--- src/rtl/imm_pkg.sv ---
// ---------------------------------------------------------------------------
// imm_pkg
//   Shared types and constants for the decode-stage immediate generator.
//   - imm_fmt_e : immediate format classification carried with each beat
//   - OPC_*     : RV32/RV64 base opcodes recognised by the decoder
// ---------------------------------------------------------------------------
package imm_pkg;

  typedef enum logic [2:0] {
    FMT_NONE = 3'd0,
    FMT_I    = 3'd1,
    FMT_S    = 3'd2,
    FMT_B    = 3'd3,
    FMT_U    = 3'd4,
    FMT_J    = 3'd5,
    FMT_SH   = 3'd6
  } imm_fmt_e;

  localparam logic [6:0] OPC_LOAD    = 7'b0000011;
  localparam logic [6:0] OPC_MISCMEM = 7'b0001111;
  localparam logic [6:0] OPC_OPIMM   = 7'b0010011;
  localparam logic [6:0] OPC_AUIPC   = 7'b0010111;
  localparam logic [6:0] OPC_STORE   = 7'b0100011;
  localparam logic [6:0] OPC_OP      = 7'b0110011;
  localparam logic [6:0] OPC_LUI     = 7'b0110111;
  localparam logic [6:0] OPC_BRANCH  = 7'b1100011;
  localparam logic [6:0] OPC_JALR    = 7'b1100111;
  localparam logic [6:0] OPC_JAL     = 7'b1101111;
  localparam logic [6:0] OPC_SYSTEM  = 7'b1110011;

  // funct3 values of OP-IMM that carry a shift amount instead of an immediate
  localparam logic [2:0] F3_SLLI = 3'b001;
  localparam logic [2:0] F3_SRXI = 3'b101;

endpackage

--- src/rtl/imm_decode_comb.sv ---
// ---------------------------------------------------------------------------
// imm_decode_comb
//   Pure combinational immediate extraction for one instruction word.
//   Ports:
//     inst     in  32    raw instruction word
//     imm      out XLEN  sign-extended immediate (zero-extended for shifts)
//     fmt      out 3     imm_fmt_e classification
//     illegal  out 1     opcode outside the supported set
// ---------------------------------------------------------------------------
module imm_decode_comb
  import imm_pkg::*;
#(
  parameter int XLEN = 32
) (
  input  logic [31:0]     inst,
  output logic [XLEN-1:0] imm,
  output imm_fmt_e        fmt,
  output logic            illegal
);

  logic [6:0]  opcode;
  logic [2:0]  funct3;
  logic [31:0] imm32;
  logic [5:0]  shamt;

  assign opcode = inst[6:0];
  assign funct3 = inst[14:12];

  // RV64 shifts use a 6-bit shamt; RV32 only has 5 bits, so bit 25 is ignored
  assign shamt = (XLEN == 64) ? inst[25:20] : {1'b0, inst[24:20]};

  // Build every signed immediate as a 32-bit value first, then widen it by
  // sign extension from bit 31. Shift amounts are the only zero-extended case.
  always_comb begin
    imm32   = 32'd0;
    fmt     = FMT_NONE;
    illegal = 1'b0;
    imm     = '0;
    unique case (opcode)
      OPC_LOAD, OPC_JALR: begin
        fmt   = FMT_I;
        imm32 = {{20{inst[31]}}, inst[31:20]};
      end
      OPC_OPIMM: begin
        if (funct3 == F3_SLLI || funct3 == F3_SRXI) begin
          fmt = FMT_SH;
        end else begin
          fmt   = FMT_I;
          imm32 = {{20{inst[31]}}, inst[31:20]};
        end
      end
      OPC_STORE: begin
        fmt   = FMT_S;
        imm32 = {{20{inst[31]}}, inst[31:25], inst[11:7]};
      end
      OPC_BRANCH: begin
        fmt   = FMT_B;
        imm32 = {{19{inst[31]}}, inst[31], inst[7], inst[30:25], inst[11:8], 1'b0};
      end
      OPC_LUI, OPC_AUIPC: begin
        fmt   = FMT_U;
        imm32 = {inst[31:12], 12'b0};
      end
      OPC_JAL: begin
        fmt   = FMT_J;
        imm32 = {{11{inst[31]}}, inst[31], inst[19:12], inst[20], inst[30:21], 1'b0};
      end
      OPC_OP, OPC_SYSTEM, OPC_MISCMEM: begin
        fmt = FMT_NONE;
      end
      default: begin
        fmt     = FMT_NONE;
        illegal = 1'b1;
      end
    endcase

    if (fmt == FMT_SH) begin
      imm = XLEN'(shamt);
    end else begin
      imm = XLEN'($signed(imm32));
    end
  end

endmodule

--- src/rtl/imm_gen_pipe.sv ---
// ---------------------------------------------------------------------------
// imm_gen_pipe
//   Registered immediate generator for the decode stage, behind a valid/ready
//   skid buffer (main output register + one skid register, strict FIFO).
//   Ports:
//     clk, reset           clock, synchronous active-high reset
//     flush                drop both held entries and this cycle's input beat
//     in_valid/in_ready    input handshake (in_ready is a register)
//     in_inst              raw instruction word
//     out_valid/out_ready  output handshake
//     out_inst             instruction aligned with out_imm
//     out_imm              extended immediate (XLEN bits)
//     out_fmt              imm_fmt_e classification
//     out_illegal          unsupported opcode flag
// ---------------------------------------------------------------------------
module imm_gen_pipe
  import imm_pkg::*;
#(
  parameter int XLEN = 32
) (
  input  logic            clk,
  input  logic            reset,
  input  logic            flush,
  input  logic            in_valid,
  output logic            in_ready,
  input  logic [31:0]     in_inst,
  output logic            out_valid,
  input  logic            out_ready,
  output logic [31:0]     out_inst,
  output logic [XLEN-1:0] out_imm,
  output imm_fmt_e        out_fmt,
  output logic            out_illegal
);

  if (XLEN != 32 && XLEN != 64) begin : g_bad_xlen
    $error("imm_gen_pipe: XLEN must be 32 or 64");
  end

  // Decoded view of the incoming word; only captured when a beat is accepted
  logic [XLEN-1:0] dec_imm;
  imm_fmt_e        dec_fmt;
  logic            dec_illegal;

  imm_decode_comb #(.XLEN(XLEN)) u_decode (
    .inst    (in_inst),
    .imm     (dec_imm),
    .fmt     (dec_fmt),
    .illegal (dec_illegal)
  );

  // Main (output) entry
  logic            main_valid;
  logic [31:0]     main_inst;
  logic [XLEN-1:0] main_imm;
  imm_fmt_e        main_fmt;
  logic            main_illegal;

  // Skid entry, holds the beat accepted while main was stalled
  logic            skid_valid;
  logic [31:0]     skid_inst;
  logic [XLEN-1:0] skid_imm;
  imm_fmt_e        skid_fmt;
  logic            skid_illegal;

  logic ready_q;
  logic accept;
  logic drain;
  logic main_valid_nxt;
  logic skid_valid_nxt;
  logic load_main_in;
  logic load_main_skid;
  logic load_skid;

  assign accept = in_valid & ready_q & ~flush;
  assign drain  = main_valid & out_ready;

  // Handshake control: decides where the accepted beat goes and how the two
  // entries advance. flush wins over everything; when the skid entry is full
  // in_ready is already low, so accept and skid refill never coincide.
  always_comb begin
    main_valid_nxt = main_valid;
    skid_valid_nxt = skid_valid;
    load_main_in   = 1'b0;
    load_main_skid = 1'b0;
    load_skid      = 1'b0;
    if (flush) begin
      main_valid_nxt = 1'b0;
      skid_valid_nxt = 1'b0;
    end else if (drain) begin
      if (skid_valid) begin
        load_main_skid = 1'b1;
        skid_valid_nxt = 1'b0;
      end else if (accept) begin
        load_main_in = 1'b1;
      end else begin
        main_valid_nxt = 1'b0;
      end
    end else if (accept) begin
      if (main_valid) begin
        load_skid      = 1'b1;
        skid_valid_nxt = 1'b1;
      end else begin
        load_main_in   = 1'b1;
        main_valid_nxt = 1'b1;
      end
    end
  end

  // Valid bits and the registered in_ready. in_ready mirrors the next skid
  // state so it never depends combinationally on out_ready, and is held low
  // for as long as reset is asserted.
  always_ff @(posedge clk) begin
    if (reset) begin
      main_valid <= 1'b0;
      skid_valid <= 1'b0;
      ready_q    <= 1'b0;
    end else begin
      main_valid <= main_valid_nxt;
      skid_valid <= skid_valid_nxt;
      ready_q    <= ~skid_valid_nxt;
    end
  end

  // Main entry payload: refilled either from the decoder or from the skid
  // entry; otherwise it holds, which keeps outputs stable under back-pressure.
  always_ff @(posedge clk) begin
    if (reset) begin
      main_inst    <= 32'd0;
      main_imm     <= '0;
      main_fmt     <= FMT_NONE;
      main_illegal <= 1'b0;
    end else if (load_main_skid) begin
      main_inst    <= skid_inst;
      main_imm     <= skid_imm;
      main_fmt     <= skid_fmt;
      main_illegal <= skid_illegal;
    end else if (load_main_in) begin
      main_inst    <= in_inst;
      main_imm     <= dec_imm;
      main_fmt     <= dec_fmt;
      main_illegal <= dec_illegal;
    end
  end

  // Skid entry payload: only written when a beat arrives while main stalls
  always_ff @(posedge clk) begin
    if (reset) begin
      skid_inst    <= 32'd0;
      skid_imm     <= '0;
      skid_fmt     <= FMT_NONE;
      skid_illegal <= 1'b0;
    end else if (load_skid) begin
      skid_inst    <= in_inst;
      skid_imm     <= dec_imm;
      skid_fmt     <= dec_fmt;
      skid_illegal <= dec_illegal;
    end
  end

  assign in_ready    = ready_q;
  assign out_valid   = main_valid;
  assign out_inst    = main_inst;
  assign out_imm     = main_imm;
  assign out_fmt     = main_fmt;
  assign out_illegal = main_illegal;

endmodule

--- config.mk ---
export PLATFORM = sky130hd
export DESIGN_NAME = imm_gen_pipe
export DESIGN_NICKNAME = d
export VERILOG_FILES = /design/src/rtl/imm_pkg.sv /design/src/rtl/imm_decode_comb.sv /design/src/rtl/imm_gen_pipe.sv
export SDC_FILE = /design/constraint.sdc
export NUM_CORES = 1
export LEC_CHECK = 0
export ABC_AREA = 1
export CAP_MARGIN = 20
export CORE_ASPECT_RATIO = 0.8
export CORE_MARGIN = 4
export CORE_UTILIZATION = 30
export CTS_CLUSTER_DIAMETER = 100
export CTS_CLUSTER_SIZE = 28
export DETAILED_ROUTE_END_ITERATION = 8
export GPL_ROUTABILITY_DRIVEN = 0
export HOLD_SLACK_MARGIN = 0.15
export PLACE_DENSITY_LB_ADDON = 0.08
export REMOVE_ABC_BUFFERS = 1
export SYNTH_ARGS = -nofsm -noshare
export SYNTH_HDL_FRONTEND = slang
export SYNTH_SLANG_ARGS = --single-unit
--- constraint.sdc ---
create_clock -name clk -period 1.6 [get_ports clk]
set_input_delay 0.48 -clock clk [delete_from_list [all_inputs] [get_ports clk]]
set_output_delay 0.48 -clock clk [all_outputs]
set_load 0.01 [all_outputs]
==> Word-level counts from Yosys, hierarchy flattened <==
Index checks and enable logic that the tools add are counted.
{ "word_totals": {"out_inout_bits": 70, "register_bits": 139} }
{ "op_classes": {"bitwise_logic": 5, "mux": 35, "n_eq_ne": 16, "n_reduce_logical": 8} }
{ "ops": {"columns": ["operator", "n"], "rows": [
  ["two-way mux 32 bit", 6],
  ["case mux 32 bit (6 select lines)", 1],
  ["== test 7 bit, second input constant", 4],
  ["two-way mux 1 bit", 24],
  ["== test 7 x 6 -> 1 bit, second input constant", 3],
  ["case mux 3 bit (6 select lines)", 1],
  ["== test 7 x 5 -> 1 bit, second input constant", 2],
  ["OR reduction 11 bit", 1],
  ["two-way mux 3 bit", 3],
  ["== test 7 x 2 -> 1 bit, second input constant", 1],
  ["== test 7 x 4 -> 1 bit, second input constant", 1],
  ["== test 3 bit, second input constant", 2],
  ["OR reduction 2 bit", 3],
  ["!= test 2 bit, second input constant", 2],
  ["nonzero test 2 bit", 2],
  ["AND 1 bit", 3],
  ["== test 3 x 1 -> 1 bit, second input constant", 1],
  ["AND reduction 3 bit", 1],
  ["NOT 1 bit", 2],
  ["logical OR 1 bit", 1]
]} }

==> Logic depth before layout (Yosys ltp) <==
Gate-level depths: netlist of the first run.
{ "logic_depth": {"depth_word": 8, "ltp_mapped": 11} }

==> Cells and area by module <==
From an unflattened synthesis of the first run, not the netlist that was laid out.
{ "hier_totals": {"cells_unflattened": 1217, "hier_area_um2": 7349.5} }
{ "by_module_without_submodules": {"columns": ["module", "seq_area_each_um2", "n_inst", "cells_each", "area_per_inst_um2"], "rows": [
  ["imm_gen_pipe", 2782.7, 1, 981, 6289.8],
  ["imm_decode_comb", 0.0, 1, 236, 1059.8]
]} }

==> Worst setup path after synthesis of the first run <==
OpenSTA, ideal clock, no wires.
{ "synth_timing": {"path_kind": "input -> register", "start": "input port in_valid", "end": "register skid_inst[21]", "setup_time_ns": 0.128, "arrival_ns": 1.387, "t_required_ns": 1.472, "path_stages": 7, "slack_ns": 0.085, "cell_sequence": "nand2_1 -> inv_2 -> nand2_1 -> nor3_2 -> buf_2 -> clkbuf_1 -> a21oi_1"} }
{ "synth_via": {"elab_chain_cells": 5} }
{ "synth_rtl": {"columns": ["item", "line_no", "rtl"], "rows": [
  ["start: declaration", "imm_gen_pipe.sv:24", "input logic in_valid,"],
  ["AND 1 bit (2 in a row)", "imm_gen_pipe.sv:74", "assign accept = in_valid & ready_q & ~flush;"],
  ["two-way mux 1 bit", "imm_gen_pipe.sv:98", "end else if (accept) begin"],
  ["two-way mux 1 bit", "imm_gen_pipe.sv:89", "end else if (drain) begin"],
  ["two-way mux 1 bit", "imm_gen_pipe.sv:86", "if (flush) begin"],
  ["end signal: assignment", "imm_gen_pipe.sv:153", "skid_inst <= in_inst;"],
  ["end: declaration", "imm_gen_pipe.sv:60", "logic [31:0] skid_inst;"]
]} }
No other way between the ends.
A chain may end at the register's enable or synchronous reset.

==> Worst setup path after layout of the first run <==
{ "layout_timing": {"start": "register main_inst[7] (netlist: out_inst[7])", "end": "output port out_inst[7]"} }
{ "layout_rtl": {"columns": ["item", "line_no", "rtl"], "rows": [
  ["start: declaration", "imm_gen_pipe.sv:53", "logic [31:0] main_inst;"],
  ["start signal: assignment", "imm_gen_pipe.sv:133", "main_inst <= skid_inst;"],
  ["start signal: assignment", "imm_gen_pipe.sv:138", "main_inst <= in_inst;"],
  ["end: declaration", "imm_gen_pipe.sv:29", "output logic [31:0] out_inst,"]
]} }
No word-level cell between the ends.

==> reports/qor.txt, run 1 <==
FF+latch count, synth: 139
Setup-failing EPs final: 0
Final Hold Fails: 0
Kind of critical path: reg -> out
VDD IR max: 0.568 mV
Worst-path clk slew: 60 ps
Number of global-route vias before repair: 6113
Pwr dens: 903 nW/um^2
Final ANT Viol Nets: 0
Post-Route WL: 21000 um
First-pass GRT wire length: 33200 um
Vias per cell: 4.65
Post-Synthesis Cells: 920
DRC: 0
Slowest CP cell: dfxtp_1
Layout cells sized above 1: 17.8%
Clk sinks: 139
Minimum clock period: 1550 ps
Int Pwr: 6.38 mW
Dominant cells by area after synthesis: dfxtp_1 (44%), nand2_1 (13%), a21oi_1 (8.2%)
Routed via count: 6385
Switching power: 1.97 mW
Cell family with most CP delay: flip-flops
Syn_area_per_cell: 6.81 um^2
Final nets: 1132
Worst setup SP type: flip-flop
CTS tree: done
Layout overhead on the synthesized area: 47.6%
Clk_lat worst skew: 420 ps
Rel. slew slack: 76.0%
Total GRT Usage: 18.2%
Drt first pass iters: 5
Most frequent cells in the layout: nand2_1 (207), dfxtp_1 (137), a21oi_1 (96)
Mapped cell area: 6260 um^2
CP Data Required Time: 1120 ps
RSZ-0062 raised after global routing: true
Crit Path Max Fanout: 2
Die span in y: 137 um
Number of max-cap violations: 0
Flop pwr share: 42.2%
Sequential share of the synthesized area: 44.4%
WP data arrival: 1070 ps
Final core occ: 45.9%
Final Cycle Share: 97.0%
Io pins: 107
Num CTS Buffers: 17
Final WS setup: 47.6 ps
CP cell instances: dlygate4sd2_1
Comb power frac: 8.0%
Max-slew violation count: 0
Hold path start: in_inst[4]
Hold path depth: 3
Worst slack at placement: -690 ps
Clock tree buffer depth: 2
Commonest non-fill, non-tap cell in the layout: nand2_1
Diodes inserted: 0
DIE WIDTH: 170 um
CTS H-tree depth: 4
Leakage: 4.31 nW
Status: finished, final reports clean
CTS Hold Bufs: 0
Top cell type's share of synthesized area: 44.4%
Initial Util: 31.1%
GR Overflow Total: 0
Cells on worst reg2reg path: 11
Worst-Margin Slew: 360 ps
Die Footprint: 23300 um^2
Crit end category: output pin
Switching share of power: 23.6%
Sequential cell area: 2790 um^2
Worst r2r src: in_ready
CTS root buffer: clkbuf_16
Port buffer count: 106
FP Rows: 46
Hold Path End: out_inst[4]
Post-synth top area cell: dfxtp_1
Crit path largest cell delay: 360 ps
Clock power share: 49.8%
Multi-input gate area: 2980 um^2
Fill cell count: 2144
Synth warn: 0
Reg2reg setup slack: 90 ps
Layout Skew: 6.63 ps
Max Clk Rate: 0.644 GHz
Detailed placement HPWL: 13700 um
Initial antenna violation count: 0
Hold Path Class: in -> reg
Core box area: 20100 um^2
Worst path bufs/invs: 1
CP startpoint: out_inst[7]
WL/cell: 15.3 um
Initial DRC count: 283
Count of unique library cells instantiated by Yosys: 24
Largest net degree at the start of global routing: 62
Worst flop-to-flop path endpoint: skid_imm[14]
## worst register-to-register path: cells and delay by family (launching register included)
kind	cells	cell delay, ps
buffers and inverters	6	620
flip-flops	1	320
AND/OR/NAND/NOR	3	320
AO/OA/AOI/OAI	2	210
## layout make-up
cell class / count / share of cell area [%]
Clock buffer: 22 / 5.13
Clock inverter: 10 / 1.52
Inverter: 97 / 4.02
Multi-Input combinational cell: 623 / 32.2
Sequential cell: 139 / 30.1
Tap cell: 264 / 3.57
Timing Repair Buffer: 217 / 23.4
## layer usage
layer	vias up	GRT usage, %	wire length [um]
met5	-	0	0
met4	0	4.29	174
met3	12	3.87	826
met2	125	28.1	9000
met1	2907	26.2	11000
li1	3341	-	-
## logic make-up (layout without fill, tap and decap cells)
group / Yosys count / after routing / share of synthesized area, %
AOI/OAI and AO/OA: 246 / 246 / 20.6
and+or+nand+nor: 377 / 377 / 24.7
buffers and inverters: 158 / 346 / 10.3
DFF: 139 / 139 / 44.4
## cell usage after synthesis, drive strengths merged
master / instances
nand3: 49
nor2: 96
a21oi: 102
inv: 97
nand4: 6
buf: 28
clkbuf: 33
o21ai: 108
a22oi: 9
nand2: 223
o211ai: 1
a31oi: 26
nor3: 3
dfxtp: 139
## sequential cells by signal, summed over array words and instances (netlist names)
signal,count
skid_fmt,3
out_fmt,3
out_illegal,1
in_ready,1
out_inst,32
skid_illegal,1
skid_valid,1
skid_imm,32
skid_inst,32
out_valid,1
out_imm,32
## how the worst max path moves through the flow
stage	to	slack, ps	cells past startpoint
final	out_inst[7]	50	1
after detailed placement	out_imm[10]	-690	11
after CTS	out_imm[10]	10	11
after global routing	out_imm[11]	-20	9
after global placement	out_imm[5]	-690	11
after floorplan	skid_fmt[1]	-2240	7
## power groups by stage
| stage | clock, mW | sequential (mW) | combinational (mW) |
|---|---|---|---|
| floorplan | 0 | 3.61 | 0.171 |
| global placement | 0 | 3.60 | 0.659 |
| detailed placement | 0 | 3.60 | 0.659 |
| CTS | 4.24 | 3.52 | 0.648 |
| global route | 4.38 | 3.53 | 0.727 |
| finish | 4.15 | 3.52 | 0.670 |
## timing repair
item                                    CTS  global route
setup buffers                             6             6
endpoints found under the setup margin  182            82
cloned                                    4             2
pin swaps                                 4             9
gates resized for setup                 110            46
## per-stage QoR
| step | instance area (um^2) | setup TNS [ps] | hold slack [ps] | total power, mW | std cells |
|---|---|---|---|---|---|
| after global placement | 8320 | -72470 | 456 | 4.26 | 1322 |
| after global routing | 9240 | -77.0 | 401 | 8.63 | 1372 |
| final | 9240 | 0 | 361 | 8.34 | 1372 |
| after floorplan | 5980 | -237840 | 452 | 3.78 | 859 |
| after detailed placement | 8320 | -72100 | 457 | 4.26 | 1322 |
| after CTS | 9080 | 0 | 464 | 8.41 | 1364 |
Power figures use the tool's default switching activity.
==> run 2, diff against run 1 <==
==> constraint.sdc (replaced) <==
create_clock -name clk -period 1.6 [get_ports clk]
set_input_delay 0.32 -clock clk [delete_from_list [all_inputs] [get_ports clk]]
set_output_delay 0.32 -clock clk [all_outputs]
set_load 0.01 [all_outputs]
==> run 2 against run 1 <==
Non-clock buffer count decreased by 19; combinational power is 2% lower; design area shrank 3.2%; power decreased by 4.4%; sequential share of layout area is 0.97 points higher; final cell count decreased by 1.5%; sequential cell count is the same; clock power fell by 8.4%; wire length decreased by 1.4%; largest cell class unchanged; highest routed layer unchanged.
==> reports/qor.txt, run 2 (same netlist as run 1, synthesis figures left out) <==
Final core occ: 44.4% (was 45.9%)
Layout cells sized above 1: 15.3% (was 17.8%)
Total GRT Usage: 17.4% (was 18.2%)
Routed via count: 6335 (was 6385)
Detailed placement HPWL: 13400 um (was 13700 um)
Hold path start: in_inst[4] (unchanged)
WL/cell: 15.3 um (about the same)
Layout overhead on the synthesized area: 42.9% (was 47.6%)
Initial DRC count: 365 (was 283)
GR Overflow Total: 0 (unchanged)
Worst-Margin Slew: 460 ps (was 360 ps)
Worst slack at placement: -537 ps (was -690 ps)
Worst r2r src: skid_valid (was in_ready)
Worst flop-to-flop path endpoint: out_imm[1] (was skid_imm[14])
FP Rows: 46 (unchanged)
Cells on worst reg2reg path: 10 (was 11)
Layout Skew: 8.21 ps (was 6.63 ps)
Crit Path Max Fanout: 7 (was 2)
Initial Util: 31.1% (unchanged)
Drt first pass iters: 4 (was 5)
Die Footprint: 23300 um^2 (unchanged)
Max Clk Rate: 0.641 GHz (was 0.644 GHz)
Vias per cell: 4.69 (was 4.65)
DIE WIDTH: 170 um (unchanged)
DRC: 0 (unchanged)
Final Cycle Share: 97.5% (was 97.0%)
Cell family with most CP delay: buffers and inverters (was flip-flops)
Clk sinks: 139 (unchanged)
Crit path largest cell delay: 350 ps (was 360 ps)
Status: finished, final reports clean (unchanged)
Multi-input gate area: 2940 um^2 (was 2980 um^2)
Slowest CP cell: dfxtp_1 (unchanged)
Kind of critical path: reg -> reg (was reg -> out)
Hold path depth: 3 (unchanged)
Worst-path clk slew: 60 ps (about the same)
Minimum clock period: 1560 ps (was 1550 ps)
Max-slew violation count: 0 (unchanged)
Num CTS Buffers: 17 (unchanged)
Fill cell count: 2153 (was 2144)
Io pins: 107 (unchanged)
CTS H-tree depth: 4 (unchanged)
VDD IR max: 0.626 mV (was 0.568 mV)
Port buffer count: 106 (unchanged)
CTS root buffer: clkbuf_16 (unchanged)
Hold Path End: out_inst[4] (unchanged)
WP data arrival: 1910 ps (was 1070 ps)
First-pass GRT wire length: 32100 um (was 33200 um)
Core box area: 20100 um^2 (unchanged)
Number of global-route vias before repair: 6020 (was 6113)
Diodes inserted: 0 (unchanged)
Reg2reg setup slack: 40 ps (was 90 ps)
Hold Path Class: in -> reg (unchanged)
Final nets: 1113 (was 1132)
Clk_lat worst skew: 420 ps (about the same)
Worst setup SP type: flip-flop (unchanged)
Number of max-cap violations: 0 (unchanged)
CP cell instances: inv_1 -> a21oi_2 -> o21ai_2 -> inv_4 -> buf_4 -> buf_4 -> nand2_1 -> nand2_1 -> inv_1 -> a21oi_2 (was dlygate4sd2_1)
CP Data Required Time: 1960 ps (was 1120 ps)
Sequential cell area: 2780 um^2 (was 2790 um^2)
CTS Hold Bufs: 0 (unchanged)
Rel. slew slack: 69.4% (was 76.0%)
Final Hold Fails: 0 (unchanged)
Clock tree buffer depth: 2 (unchanged)
Final WS setup: 40.7 ps (was 47.6 ps)
Post-Route WL: 20700 um (was 21000 um)
Setup-failing EPs final: 0 (unchanged)
Largest net degree at the start of global routing: 94 (was 62)
Crit end category: flip-flop (was output pin)
Commonest non-fill, non-tap cell in the layout: nand2_1 (unchanged)
Final ANT Viol Nets: 0 (unchanged)
Initial antenna violation count: 0 (unchanged)
Most frequent cells in the layout: nand2_1 (210), dfxtp_1 (138), a21oi_1 (96) (was nand2_1 (207), dfxtp_1 (137), a21oi_1 (96))
CTS tree: done (unchanged)
Leakage: 4.22 nW (was 4.31 nW)
Pwr dens: 892 nW/um^2 (was 903 nW/um^2)
Die span in y: 137 um (unchanged)
Worst path bufs/invs: 5 (was 1)
-- run 2: cell count changes in the layout (fill, tap and decap cells not counted), sizes merged, moves of 2 or more --
cell	previous run	this run
buf	109	89
dlymetal6s2s	1	9
dlygate4sd2	75	70
clkbuf	26	22
clkdlybuf4s15	4	0
clkdlybuf4s50	22	26
inv	97	101
bufbuf	2	0
bufinv	3	1
clkinvlp	3	5
-- run 2: tightest hold or removal path: cells and delay by family --
kind                   cells  cell delay, ps
buffers and inverters      1             150
AND/OR/NAND/NOR            1              70
AO/OA/AOI/OAI              1              70
-- run 2: final cells by class --
| class | count | area share [%] |
|---|---|---|
| Tap cell | 264 | 3.69 |
| Timing Repair Buffer | 198 | 22.1 |
| Inverter | 97 | 4.10 |
| Clock inverter | 13 | 1.31 |
| Sequential cell | 139 | 31.1 |
| Multi-Input combinational cell | 623 | 32.8 |
| Clock buffer | 18 | 4.91 |
-- run 2: repair_timing --
item	4_1_cts	5_1_grt
endpoints found under the setup margin	88	112
gates resized for setup	74	41
setup buffers	0	7
pin swaps	0	8
cloned	0	5
-- run 2: how the worst max path moves through the flow --
stage / startpoint / endpoint / slack [ps] / depth (start not counted)
2_1_floorplan: in_ready / skid_fmt[1] / -2140 / 7
3_3_place_gp: in_inst[4] / out_imm[10] / -510 / 11
3_5_place_dp: in_inst[4] / out_imm[10] / -540 / 11
4_1_cts: flush / skid_fmt[1] / 5 / 9
5_1_grt: skid_valid / out_imm[1] / -60 / 10
6_report: skid_valid / out_imm[1] / 40 / 10
-- run 2: report_power, final --
part / switching [mW] / internal (mW)
Sequential: 0.0202 / 3.50
Combinational: 0.365 / 0.289
Clock: 1.63 / 2.18
Total: 2.01 / 5.97
-- run 2: metrics by stage --
stage / cell area [um^2] / TNS (ps) / total power, mW / cells / hold WS (ps)
global route: 8950 / -261 / 8.26 / 1352 / 262
detailed placement: 8190 / -53340 / 4.24 / 1309 / 458
global placement: 8190 / -51070 / 4.24 / 1309 / 457
CTS: 8670 / 0 / 8.03 / 1340 / 410
floorplan: 5980 / -225490 / 3.78 / 859 / 389
finish: 8950 / 0 / 7.98 / 1352 / 242
-- run 2: routing by layer --
| metal | global-route usage, % | routed length, um | part of all wire [%] | vias to the layer above |
|---|---|---|---|---|
| li1 | - | - | - | 3305 |
| met1 | 25.1 | 10900 | 53 | 2912 |
| met2 | 26.7 | 8820 | 43 | 108 |
| met3 | 3.70 | 820 | 4.0 | 10 |
| met4 | 3.98 | 190 | 0.92 | 0 |
| met5 | 0 | 0 | 0 | - |
